**src/rtl/mioc_flop_array.sv**
```systemverilog
// Purpose : array of independent set/clear/toggle/load flops with optional auto-clearing pulse mode.
// Latency : set/clr/tog -> q in SYNC_STAGES+1 cycles; load/d -> q in 1 cycle.
// Backpres: none; level requests act on every cycle they are seen and cannot be stalled.
//
// Ports:
//   clk, rst          sole clock (rising edge); asynchronous active-high reset
//   set, clr, tog     per-channel level requests, asynchronous to clk, synchronized internally
//   d, load           parallel load data and strobe, synchronous to clk
//   pmode             per-channel mode: 1 = pulse (auto-clear after PULSE_LEN cycles), 0 = sticky
//   q, qbar           registered state and its combinational complement
//   rise, fall        registered one-cycle edge markers aligned with q
//   conflict          registered pulse: some channel saw synchronized set and clr together
module mioc_flop_array #(
    parameter int WIDTH       = 4,
    parameter int SYNC_STAGES = 2,
    parameter int PULSE_LEN   = 8
) (
    input  logic             clk,
    input  logic             rst,
    input  logic [WIDTH-1:0] set,
    input  logic [WIDTH-1:0] clr,
    input  logic [WIDTH-1:0] tog,
    input  logic [WIDTH-1:0] d,
    input  logic             load,
    input  logic [WIDTH-1:0] pmode,
    output logic [WIDTH-1:0] q,
    output logic [WIDTH-1:0] qbar,
    output logic [WIDTH-1:0] rise,
    output logic [WIDTH-1:0] fall,
    output logic             conflict
);

    localparam int            CW     = $clog2(PULSE_LEN + 1);
    // Counter is reloaded with PULSE_LEN-1 so that the values PULSE_LEN-1..0
    // span exactly PULSE_LEN high cycles; expiry happens on the zero cycle.
    localparam logic [CW-1:0] RELOAD = CW'(PULSE_LEN - 1);
    localparam logic [CW-1:0] ONE    = CW'(1);

    logic [WIDTH-1:0] ss;
    logic [WIDTH-1:0] sc;
    logic [WIDTH-1:0] st;

    // ---------------------------------------------------------------
    // Request synchronizers (bypassed entirely when SYNC_STAGES == 0)
    // ---------------------------------------------------------------
    generate
        if (SYNC_STAGES == 0) begin : g_nosync
            assign ss = set;
            assign sc = clr;
            assign st = tog;
        end else begin : g_sync
            logic [SYNC_STAGES-1:0][WIDTH-1:0] set_pipe;
            logic [SYNC_STAGES-1:0][WIDTH-1:0] clr_pipe;
            logic [SYNC_STAGES-1:0][WIDTH-1:0] tog_pipe;

            always_ff @(posedge clk or posedge rst) begin
                if (rst) begin
                    set_pipe <= '0;
                    clr_pipe <= '0;
                    tog_pipe <= '0;
                end else begin
                    set_pipe[0] <= set;
                    clr_pipe[0] <= clr;
                    tog_pipe[0] <= tog;
                    for (int s = 1; s < SYNC_STAGES; s++) begin
                        set_pipe[s] <= set_pipe[s-1];
                        clr_pipe[s] <= clr_pipe[s-1];
                        tog_pipe[s] <= tog_pipe[s-1];
                    end
                end
            end

            assign ss = set_pipe[SYNC_STAGES-1];
            assign sc = clr_pipe[SYNC_STAGES-1];
            assign st = tog_pipe[SYNC_STAGES-1];
        end
    endgenerate

    // ---------------------------------------------------------------
    // Next-state and pulse counters
    // ---------------------------------------------------------------
    logic [WIDTH-1:0][CW-1:0] cnt;
    logic [WIDTH-1:0][CW-1:0] cnt_nxt;
    logic [WIDTH-1:0]         q_nxt;
    logic [WIDTH-1:0]         trig;
    logic [WIDTH-1:0]         expire;

    always_comb begin
        q_nxt   = q;
        cnt_nxt = cnt;
        trig    = '0;
        expire  = '0;
        for (int i = 0; i < WIDTH; i++) begin
            expire[i] = q[i] && pmode[i] && (cnt[i] == '0);

            if (sc[i])         q_nxt[i] = 1'b0;
            else if (ss[i])    q_nxt[i] = 1'b1;
            else if (load)     q_nxt[i] = d[i];
            else if (st[i])    q_nxt[i] = ~q[i];
            else if (expire[i]) q_nxt[i] = 1'b0;

            // A set/load/tog that leaves the channel high (re)starts the pulse,
            // including when the channel is already high.
            trig[i] = q_nxt[i] && (ss[i] || load || st[i]);

            if (trig[i] && pmode[i])
                cnt_nxt[i] = RELOAD;
            else if (q[i] && pmode[i] && (cnt[i] != '0))
                cnt_nxt[i] = cnt[i] - ONE;
            // pmode low: counter frozen so a later re-enable resumes the countdown
        end
    end

    always_ff @(posedge clk or posedge rst) begin
        if (rst) begin
            q        <= '0;
            rise     <= '0;
            fall     <= '0;
            conflict <= 1'b0;
            cnt      <= '0;
        end else begin
            q        <= q_nxt;
            rise     <= q_nxt & ~q;
            fall     <= ~q_nxt & q;
            conflict <= |(ss & sc);
            cnt      <= cnt_nxt;
        end
    end

    assign qbar = ~q;

endmodule

```
**config.mk**
```make
export PLATFORM = sky130hd
export DESIGN_NAME = mioc_flop_array
export DESIGN_NICKNAME = d
export VERILOG_FILES = /design/src/rtl/mioc_flop_array.sv
export SDC_FILE = /design/constraint.sdc
export NUM_CORES = 1
export LEC_CHECK = 0
export CAP_MARGIN = 0
export CORE_ASPECT_RATIO = 0.5
export CORE_MARGIN = 2
export CORE_UTILIZATION = 51
export CTS_CLUSTER_DIAMETER = 120
export DETAILED_ROUTE_END_ITERATION = 12
export PLACE_DENSITY = 0.81
export SYNTH_ARGS = -nofsm -noshare
export SYNTH_HDL_FRONTEND = slang
export SYNTH_SLANG_ARGS = --single-unit
```
**constraint.sdc**
```tcl
create_clock -name clk -period 1.75 [get_ports clk]
set_input_delay 0.175 -clock clk [delete_from_list [all_inputs] [get_ports clk]]
set_output_delay 0.175 -clock clk [all_outputs]
set_load 0.05 [all_outputs]
```
---- After elaboration in Yosys (flattened, before gate mapping) ----
Index checks and enable logic that the tools add are counted.
cells by class
  reduce and logical (&&, ||, !) cells .... 41
  bitwise logic cells ..................... 9
  muxes and demuxes ....................... 28
  $add $sub $neg .......................... 4
operators by type and width
  kind                                                                number
  4-bit two-way mux                                                   8
  1-bit logical AND                                                   20
  1-bit two-way mux                                                   20
  4-bit zero test                                                     4
  4-bit nonzero test                                                  4
  4-bit by 1-bit subtractor with 4-bit output, second input constant  4
  4-bit AND                                                           3
  1-bit logical OR                                                    8
  4-bit inverter                                                      2
  2-bit nonzero test                                                  4
  1-bit inverter                                                      4
  4-bit OR reduction                                                  1
storage, ports and cells
  register bits after elaboration ......... 53
  logic and storage cells ................. 96
  input port bits ......................... 23
  output and inout bits ................... 17

---- Longest topological paths before layout ----
  depth in word-level cells ............... 10
  mapped depth ............................ 6

---- Least setup slack after synthesis ----
OpenSTA, ideal clock, no wires.
  path kind ............................... flip-flop to flip-flop
  start ................................... register q[0]
  end ..................................... register cnt[3] in the netlist's numbering
  path slack .............................. -138 ps
  required time ........................... 1,628 ps
  buffers on the path ..................... 0
  cell stages (with the launch flop) ...... 5
  arrival ................................. 1,766 ps
  clock period less this slack ............ 1,888 ps
  path through ............................ dfrtp_1 > inv_2 > or4_4 > a21oi_2 > nor2_1
on the way
  word-level cells in the longest chain between the ends .. 10
RTL lines
  what                                                            line     source
  start, declared                                                 26       output logic [WIDTH-1:0] q,
  start signal, assigned                                          122      q <= q_nxt;
  1-bit logical AND                                               94, 108
  1-bit logical AND                                               94       expire[i] = q[i] && pmode[i] && (cnt[i] == '0);
  1-bit two-way mux                                               100      else if (expire[i]) q_nxt[i] = 1'b0;
  1-bit two-way mux                                               99       else if (st[i]) q_nxt[i] = ~q[i];
  1-bit two-way mux                                               98       else if (load) q_nxt[i] = d[i];
  1-bit two-way mux                                               97       else if (ss[i]) q_nxt[i] = 1'b1;
  1-bit two-way mux                                               96       if (sc[i]) q_nxt[i] = 1'b0;
  1-bit logical AND                                               104      trig[i] = q_nxt[i] && (ss[i] || load || st[i]);
  1-bit logical AND                                               106      if (trig[i] && pmode[i])
  4-bit two-way mux / 2-bit nonzero test (equally long branches)  -
  end signal, assigned                                            126      cnt <= cnt_nxt;
  end, declared                                                   82       logic [WIDTH-1:0][CW-1:0] cnt;
Parallel ways exist; a longest one is shown, timed or not.
A chain may end at the register's enable or synchronous reset.

---- Worst setup path after layout ----
  start ................................... register cnt[0] in the netlist's numbering
  end ..................................... register cnt[0] in the netlist's numbering
on the way
  word-level cells in the longest chain between the ends .. 10
RTL lines
  what                                                            line
  4-bit zero test                                                 94
  1-bit logical AND                                               94
  1-bit two-way mux                                               100
  1-bit two-way mux                                               99
  1-bit two-way mux                                               98
  1-bit two-way mux                                               97
  1-bit two-way mux                                               96
  1-bit logical AND                                               104
  1-bit logical AND                                               106
  4-bit two-way mux / 2-bit nonzero test (equally long branches)  -
Parallel ways exist; a longest one is shown, timed or not. The select of a mux whose other input is x is not followed.

==> flow_summary.ini <==
[run_status]
status = finished, final reports clean

[synthesis]
yosysWarningCount = 0
synth_top_family_by_area = simple AND/OR/NAND/NOR gates
synthAdderAreaFrac_pct = 4.63
yosys_most_used_dff = dfrtp_1
syn_nets = 211
synth_xor_xnor_area_share_pct = 1.62
syn_inst = 180
synthArstFlopShare_pct = 100
synth_edf_count = 0
avgSynthCellArea_um2 = 12.0
synth-simple-area-share_pct = 15.6
ys_seq_area_share_pct = 61.3
synthDistinctLibCells = 40
synth_compound_area_share_pct = 10.6
ys_ff_latch = 53
syn_area_um2 = 2160
synthMuxAreaShare_pct = 2.37

[sta]
worstMarginPinSlew_ns = 0.499
fin_skew_ns = 0.00220
slew_headroom_pct = 66.6
setup_viol = 0
setup_tns_ns = 0
fin_crit_sh_pct = 94.8
period_needed_ns = 1.66
drv_slew = 0
final_hold_viol_count = 0
fmax_mhz = 603
setup_slack_ns = 0.0904

[final_layout]
num_antenna_cells = 0
drive_gt1_share_pct = 18.5
fin_nets = 263
final_area_um2 = 2800
nFillCells = 290
area_growth_pct = 29.5

[placed_design]
dp_hpwl_um = 2730
gp_congestion = 0.821
port_buffers = 39
dpl-instance-area_um2 = 2660
pre_cts_ws_ns = -0.0819

[cts]
post_cts_buffers = 0
cts-root-buf = clkbuf_8
clock_path_buffers = 2
cts_tree = built
htree_levels = 2
cts_hold_buf = 0
clk_pin_slew_ns = 0.09
cts-buffers-inserted = 5
worstSkewPairLatency_ns = 0.30
cts.sinks = 53

[route]
vias_per_cell = 5.28
first_pass_iters = 4
wirelength_um = 3800
wire_per_inst_um = 13.2
drtIter0Drc = 87
drcViolationCount = 0
ant_nets = 0
route.vias.total = 1515

[critical_path]
end_kind = register
required_ns = 1.99
worstSetupPathType = register to register
cp_max_fo = 4
start_kind = register
crit_arrival_ns = 1.90

[power_and_ir_drop]
ir_drop_mv = 0.724
leakage_nw = 1.25
p_per_area_nw_per_um2 = 1090
total_power_w = 0.00306

[grt]
grt_pass1_vias = 1482
grt_antenna_before_repair = 0
grtUsageTotal_pct = 17.8
grt_pass1_wl_um = 6440
overflow = 0
grt_start_max_net_pins = 54

[floorplanning]
core_area_um2 = 3980
chipHeight_um = 50.0
ios = 40
start_util_pct = 54.3
die-area_um2 = 4810
die_x_um = 96.1
rows = 16

[hold_path]
hold_class = input port to async pin

[job]
maxCapViolCount = 0
area by class of cell:
cell class,instances,area (µm²),area share [%]
multi-input cells,107,773,27.6
flip-flops and latches,53,1330,47.4
inverters,18,67.6,2.41
well taps,54,67.6,2.41
clock buffers,6,82.6,2.95
repair buffers,47,443,15.8
clock inverters,2,37.5,1.34
where the power goes:
part | internal (W) | total, W | switching (W) | leakage [nW]
logic | 0.000312 | 0.000704 | 0.000392 | 0.572
registers | 0.00139 | 0.00152 | 0.000129 | 0.623
clock network | 0.000465 | 0.000844 | 0.000379 | 0.0574
worst paths after layout:
check / start / end / slack [ns] / depth (start not counted)
worst max-delay path: cnt[0]$_DFFE_PP0P_ / cnt[0]$_DFFE_PP0P_ / 0.09 / 6
worst min-delay path: rst / rise[3]$_DFF_PP0_ / 0.24 / 3
max in group asynchronous: rst / q[0]$_DFF_PP0_ / 1.27 / 3
worst max register to register: cnt[0]$_DFFE_PP0P_ / cnt[0]$_DFFE_PP0P_ / 0.09 / 6
min in group clk: tog[3] / g_sync.tog_pipe[3]$_DFF_PP0_ / 0.30 / 1
worst min register to register: g_sync.clr_pipe[2]$_DFF_PP0_ / sc[2]$_DFF_PP0_ / 0.35 / 0
cells by family after synthesis:
logic type	Yosys count
AO/OA/AOI/OAI	28
multiplexers	5
AND/OR/NAND/NOR	62
buffers and inverters	20
flip-flops	53
adder cells (fa/ha/maj)	8
XOR/XNOR	4
worst max-delay path: stages, from the launching register on:
cell and delay [ns]:
dfrtp_1 0.36, inv_1 0.08, ha_1 0.22, nor3b_2 0.18, or4_4 0.42, a21oi_2 0.22
nand2b_1 0.13
sequential cells by signal (all words and copies together), names as in the netlist:
signal           cells
cnt                 16
fall                 4
g_sync.clr_pipe      4
g_sync.set_pipe      4
g_sync.tog_pipe      4
q                    4
rise                 4
sc                   4
ss                   4
st                   4
conflict             1
metal layers:
| layer | part of all wire, % | track usage (%) | wire (µm) | up-vias |
|---|---|---|---|---|
| met5 | 0 | 0 | 0 | - |
| met4 | 0.55 | 4.29 | 21 | 0 |
| met3 | 6.1 | 5.50 | 232 | 4 |
| met2 | 49 | 29.2 | 1880 | 48 |
| met1 | 44 | 23.3 | 1670 | 737 |
| li1 | - | - | - | 726 |
layout by cell type (no fill, tap or decap), types with 6 or more instances in the layout:
| cell | Yosys | final |
|---|---|---|
| clkdlybuf4s50_1 | 0 | 31 |
| ha_1 | 8 | 7 |
| nand3_1 | 7 | 7 |
| nor2_1 | 14 | 14 |
| clkbuf_8 | 0 | 6 |
| dfrtp_1 | 53 | 52 |
| inv_1 | 17 | 16 |
| buf_4 | 0 | 15 |
| nor3_1 | 7 | 7 |
| nand2_1 | 10 | 10 |
synth_stat cells (2+ instances only):
cell type / n / share of area, %
nand2b_1: 3 / 0.87
o311ai_0: 2 / 0.81
or3b_1: 2 / 0.81
a21oi_2: 2 / 0.81
or3b_2: 2 / 0.81
dfrtp_1: 53 / 61
a211o_1: 4 / 1.6
inv_1: 17 / 3.0
nor2_1: 14 / 2.4
nand2_1: 10 / 1.7
a2111o_1: 2 / 1.0
nor3b_1: 3 / 1.0
nand3_1: 7 / 1.6
and2_1: 2 / 0.58
a21oi_1: 5 / 1.2
nor3_1: 7 / 1.6
or2_2: 2 / 0.58
o211ai_1: 5 / 1.7
mux2i_1: 4 / 1.9
a22oi_1: 2 / 0.69
ha_1: 8 / 4.6
nor4_1: 3 / 0.87
xnor2_1: 4 / 1.6
stage by stage:
step	hold slack [ns]	util, %	std cells
floorplan	0.206	-	180
global placement	0.334	66.7	279
detailed placement	0.335	66.7	279
CTS	0.264	69.8	287
global route	0.279	70.3	287
finish	0.245	70.3	287
repair_timing:
action	CTS	global route
resized for setup	1	4
endpoints found under the hold margin	0	0
endpoints found under the setup margin	1	10
pin swaps	0	1
(Power assumes the default switching activity.)
==> variant 1 (same flow settings) <==
Make the reset (`rst`) synchronous in 2 clocked blocks. Comments in the files are not updated.
--- a/src/rtl/mioc_flop_array.sv
+++ b/src/rtl/mioc_flop_array.sv
@@ -54,5 +54,5 @@
             logic [SYNC_STAGES-1:0][WIDTH-1:0] tog_pipe;
 
-            always_ff @(posedge clk or posedge rst) begin
+            always_ff @(posedge clk) begin
                 if (rst) begin
                     set_pipe <= '0;
@@ -112,5 +112,5 @@
     end
 
-    always_ff @(posedge clk or posedge rst) begin
+    always_ff @(posedge clk) begin
         if (rst) begin
             q        <= '0;
Formal check against the unedited RTL: differs if rst is asserted again (counterexample within 4 cycles, from zero or initial values and one cycle with rst high); with rst held inactive, the same outputs for 10 cycles.
==> variant 1 against the original RTL <==
Clock power shrank 25%. Area after synthesis shrank 2.3%. Design area shrank 4.6%. Worst setup slack lost 0.050 ns. Combinational power shrank 33%. Critical path type unchanged. Critical path depth is the same. Sequential power shrank 13%. Maximum frequency shrank 2.9%. Wire length grew 0.26%. Sequential cell count is the same. Power shrank 21%. Non-clock buffer count shrank 2. Utilization shrank 2.5 points. Largest power group unchanged. Largest cell class unchanged.
==> variant 1: results (changes against the original RTL) <==
[outcome]
status = completed  ; unchanged

[critical_path]
rr_worst_depth = 6  ; unchanged
arrival_ns = 1.90  ; about the same
reg2reg_slack_ns = 0.04  ; was 0.09 ns
endpoint = cnt[3]  ; was cnt[0]
slowest_stage = or3_4  ; was or4_4
slowest_delay_ns = 0.39  ; was 0.42 ns
critPathLaunch = cnt[0]  ; unchanged

[pwr]
pwr.group.clock_uw = 635  ; was 844 µW
p_leak_nw = 1.063  ; was 1.252 nW
ir_drop_v = 0.0003646  ; was 0.0007236 V
power.switching_uw = 649.3  ; was 900.4 µW
power_density_nw_per_um2 = 911.8  ; was 1095 nW/µm²
combPwrFrac = 0.194  ; was 0.230

[global_routing]
grt_max_degree = 32  ; was 54
grt_use_total = 0.1716  ; was 0.1782
grt_pass1_wl_mm = 6.354  ; was 6.437 mm
use_met1 = 0.2021  ; was 0.2333
met2_usage = 0.3073  ; was 0.2917
grt_util_met3 = 0.04740  ; was 0.05505

[placement]
hpwl_mm = 2.814  ; was 2.730 mm
place.gp.congestion = 0.8467  ; was 0.8205
dpl_cell_area_um2 = 2569  ; was 2658 µm²
place_inst = 303  ; was 279

[route]
highest_layer = met4  ; unchanged
drt-initial-drc-count = 47  ; was 87
routed_wl_mm = 3.806  ; was 3.796 mm
vias = 1580  ; was 1515
route.met2.wl_mm = 1.922  ; was 1.877 mm
wl_met3_um = 171  ; was 232 µm
detail_route.wl_per_cell_um = 12.24  ; was 13.23 µm
wl_met1_mm = 1.690  ; was 1.666 mm

[synthesis]
ys.flop_type = dfxtp_1  ; was dfrtp_1
synthCells = 211  ; was 180
synth_fa_ha_area_frac = 0.04737  ; was 0.04630
synthXorXnorAreaFrac = 0.04973  ; was 0.01620
synth.distinct_cells = 28  ; was 40
synth_compound_area_frac = 0.09236  ; was 0.1059
synthArstFlopShare = 0  ; was 1.000
yosys-top-cells-count = 53 x dfxtp_1, 24 x nor2b_1, 18 x nor3b_1, 12 x inv_1, 10 x a21oi_1  ; was 53 x dfrtp_1, 17 x inv_1, 14 x nor2_1, 10 x nand2_1, 8 x ha_1
netlist_top_cells_area = dfxtp_1 50%, nor2b_1 7.1%, nor3b_1 6.4%, ha_1 4.7%, xnor2_1 3.3%  ; was dfrtp_1 61%, ha_1 4.6%, inv_1 3.0%, nor2_1 2.4%, mux2i_1 1.9%
ys_seq_area_frac = 0.5021  ; was 0.6134
synthMuxAreaShare = 0  ; was 0.02373
syn_nets = 242  ; was 211

[timing]
skew_ns = 0.003310  ; was 0.002197 ns
relSlewSlack = 0.6419  ; was 0.6662

[layout]
final_area_um2 = 2671  ; was 2799 µm²
nFillCells = 297  ; was 290
nets = 287  ; was 263
drive_above_1_share = 0.1167  ; was 0.1845

[worst_hold_path]
hold_class = in -> reg  ; was in -> async

## variant 1: cell types whose count changed in the layout (fill, tap and decap cells not counted), sizes merged, moves of 5 or more
cell	unedited run	this run
inv	18	12
nand2	10	4
dfxtp	0	53
nor2b	0	24
nor2	15	8
o211ai	5	0
or3	1	12
dfrtp	53	0
nand3	7	0
nor3b	3	18
## variant 1: cell type report
type	count	area share
Timing Repair Buffer	45	0.1574
Tap cell	54	0.02529
Clock buffer	8	0.02998
Multi-Input combinational cell	139	0.3724
Sequential cell	53	0.3981
Inverter	12	0.01686
## variant 1: stage by stage
| step | hold WS (ns) | setup WS, ns |
|---|---|---|
| final | 0.3369 | 0.04076 |
| after global routing | 0.3560 | -0.05376 |
| after CTS | 0.3315 | 0.0005160 |
| after detailed placement | 0.4204 | -0.1256 |
| after global placement | 0.4196 | -0.06314 |
| after floorplan | 0.3032 | 0.03709 |
## variant 1: what timing repair did
action / CTS / global route
gates resized for setup: 0 / 7
endpoints found under the setup margin: 0 / 9
endpoints found under the hold margin: 0 / 0
==> variant 2 (same flow settings) <==
Without the edit above. Set the parameter `SYNC_STAGES` to 1 (it was 2).
--- a/src/rtl/mioc_flop_array.sv
+++ b/src/rtl/mioc_flop_array.sv
@@ -13,5 +13,5 @@
 module mioc_flop_array #(
     parameter int WIDTH       = 4,
-    parameter int SYNC_STAGES = 2,
+    parameter int SYNC_STAGES = 1,
     parameter int PULSE_LEN   = 8
 ) (
Formal check against the unedited RTL: not equivalent (a bounded check fails within 4 cycles, from zero or initial values and one cycle with rst high).
==> variant 2 against the original RTL <==
Area after synthesis down 13%. Design area shrank 10%. Power decreased by 11%. Sequential cell count fell by 12. Sequential power fell by 19%. Combinational power is 12% higher. Wire length rose by 0.21%. Worst setup slack lost 0.043 ns. Critical path type unchanged. Critical endpoint is now cnt[3].
==> variant 2: results (changes against the original RTL) <==
[critical_path]
critPathLaunch = cnt[0]  ; unchanged
rr_worst_depth = 6  ; unchanged
slowest_delay_ns = 0.48  ; was 0.42 ns
endpoint = cnt[3]  ; was cnt[0]
reg2reg_slack_ns = 0.05  ; was 0.09 ns
slowest_stage = a2111o_1  ; was or4_4
arrival_ns = 1.88  ; was 1.90 ns
cp_max_fo = 4  ; unchanged

[layout]
antennaDiodeCount = 0  ; unchanged
regMostFlops = cnt  ; unchanged
drive_above_1_share = 0.1878  ; was 0.1845
layout.cells.non_filler = 280  ; was 287
nFillCells = 245  ; was 290
nets = 260  ; was 263
largest_reg_flops = 16  ; unchanged

[pwr]
p_int_mw = 1.875  ; was 2.163 mW
p_leak_nw = 1.133  ; was 1.252 nW
ir_drop_v = 0.0004872  ; was 0.0007236 V

[route]
drt-initial-drc-count = 70  ; was 87
viasPerCell = 5.250  ; was 5.279
routed_wl_mm = 3.804  ; was 3.796 mm
first_pass_iters = 4  ; unchanged

[synthesis]
synthMuxAreaShare = 0.02324  ; was 0.02373
yosys-top-cells-count = 41 x dfrtp_1, 17 x inv_1, 15 x nand2_1, 13 x nand3_1, 12 x nor3_1  ; was 53 x dfrtp_1, 17 x inv_1, 14 x nor2_1, 10 x nand2_1, 8 x ha_1
ys_seq_area_frac = 0.5445  ; was 0.6134
synthArstFlopShare = 1.000  ; unchanged
synthXorXnorAreaFrac = 0.01859  ; was 0.01620
synth.distinct_cells = 33  ; was 40
synth_most_common_cell = dfrtp_1  ; unchanged
netlist_top_cells_area = dfrtp_1 54%, ha_1 5.3%, o211ai_1 3.6%, nand3_1 3.5%, inv_1 3.4%  ; was dfrtp_1 61%, ha_1 4.6%, inv_1 3.0%, nor2_1 2.4%, mux2i_1 1.9%
synth_warnings = 0  ; unchanged
synth_compound_area_frac = 0.1076  ; was 0.1059
syn_nets = 206  ; was 211
synth_fa_ha_area_frac = 0.05312  ; was 0.04630
synthCells = 175  ; was 180

[timing]
skew_ns = 0.005337  ; was 0.002197 ns
relSlewSlack = 0.6652  ; was 0.6662

[placement]
place.gp.congestion = 0.8474  ; was 0.8205
place_inst = 268  ; was 279
port_buffers = 39  ; unchanged
hpwl_mm = 2.732  ; was 2.730 mm

[global_routing]
grt_max_degree = 42  ; was 54
antenna_found_initial = 0  ; unchanged
grt_use_total = 0.1912  ; was 0.1782
grt_pass1_vias = 1419  ; was 1482
grt_pass1_wl_mm = 6.127  ; was 6.437 mm

[clock_network]
cts.clk_slew.worst_paths_ns = 0.08
root_buffer = clkbuf_8  ; unchanged
cts_max_level = 2  ; unchanged
clock_latency_ns = 0.28  ; was 0.30 ns
cts_buffer_depth = 2  ; unchanged
numCtsBuffers = 5  ; unchanged

[worst_hold_path]
hold_class = in -> async  ; unchanged

[outcome]
status = completed  ; unchanged

## variant 2: stage by stage
step / util / power (mW) / instance area, µm² / setup WS (ns)
floorplan: - / 1.688 / 1884 / 0.03859
global placement: 0.6738 / 1.874 / 2352 / 0.03442
detailed placement: 0.6738 / 1.924 / 2352 / -0.06282
CTS: 0.7043 / 2.666 / 2459 / 0.02606
global route: 0.7208 / 2.906 / 2516 / -0.02612
finish: 0.7208 / 2.729 / 2516 / 0.04771
## variant 2: worst min path at each step
stage	startpoint	cells after the start	end	slack, ns
6_report	rst	3	fall[3]	0.30
5_1_grt	clr[3]	1	g_sync.clr_pipe[3]	0.30
4_1_cts	rst	3	fall[3]	0.31
3_5_place_dp	g_sync.clr_pipe[3]	1	rise[3]	0.49
3_3_place_gp	g_sync.clr_pipe[0]	1	rise[0]	0.48
2_1_floorplan	clr[0]	0	g_sync.clr_pipe[0]	0.21
## variant 2: metal layers
layer / global-route usage / routed length [µm] / vias to the layer above
met2: 0.3591 / 2013 / 43
met5: 0 / 0 / -
met3: 0.05778 / 179 / 4
li1: - / - / 712
met4: 0.06769 / 27 / 0
met1: 0.2230 / 1584 / 711
## variant 2: cells by family after synthesis
logic type                 after synthesis
DFF                                     41
and+or+nand+nor                         71
buffers and inverters                   21
adders and majority gates                8
AOI/OAI and AO/OA                       26
xor gates and xnor gates                 4
muxes                                    4
## variant 2: power by group through the flow
stage | Sequential [mW] | Combinational, mW | Clock [mW]
after floorplan | 1.27 | 0.414 | 0
after global routing | 1.24 | 0.880 | 0.781
final | 1.23 | 0.787 | 0.717
after global placement | 1.22 | 0.654 | 0
after detailed placement | 1.23 | 0.693 | 0
after CTS | 1.22 | 0.711 | 0.740
## variant 2: timing repair
item / 4_1_cts / 5_1_grt
setup buffers: 0 / 5
setup endpoints to repair: 1 / 13
resized for setup: 2 / 5
pin swaps: 1 / 3
## variant 2: area by class of cell
type / instances / area share
timing repair buffer: 51 / 0.1880
sequential: 41 / 0.4078
tap: 51 / 0.02536
inverter: 17 / 0.02536
multi-input combinational: 113 / 0.3123
clock inverter: 2 / 0.01392
clock buffer: 5 / 0.02735
## variant 2: worst max-delay path: cells and delay by family (launching register included)
kind / cells / cell delay [ns]
DFF: 1 / 0.38
adders and majority gates: 1 / 0.19
buffers and inverters: 1 / 0.07
and+or+nand+nor: 3 / 0.48
AOI/OAI and AO/OA: 1 / 0.48
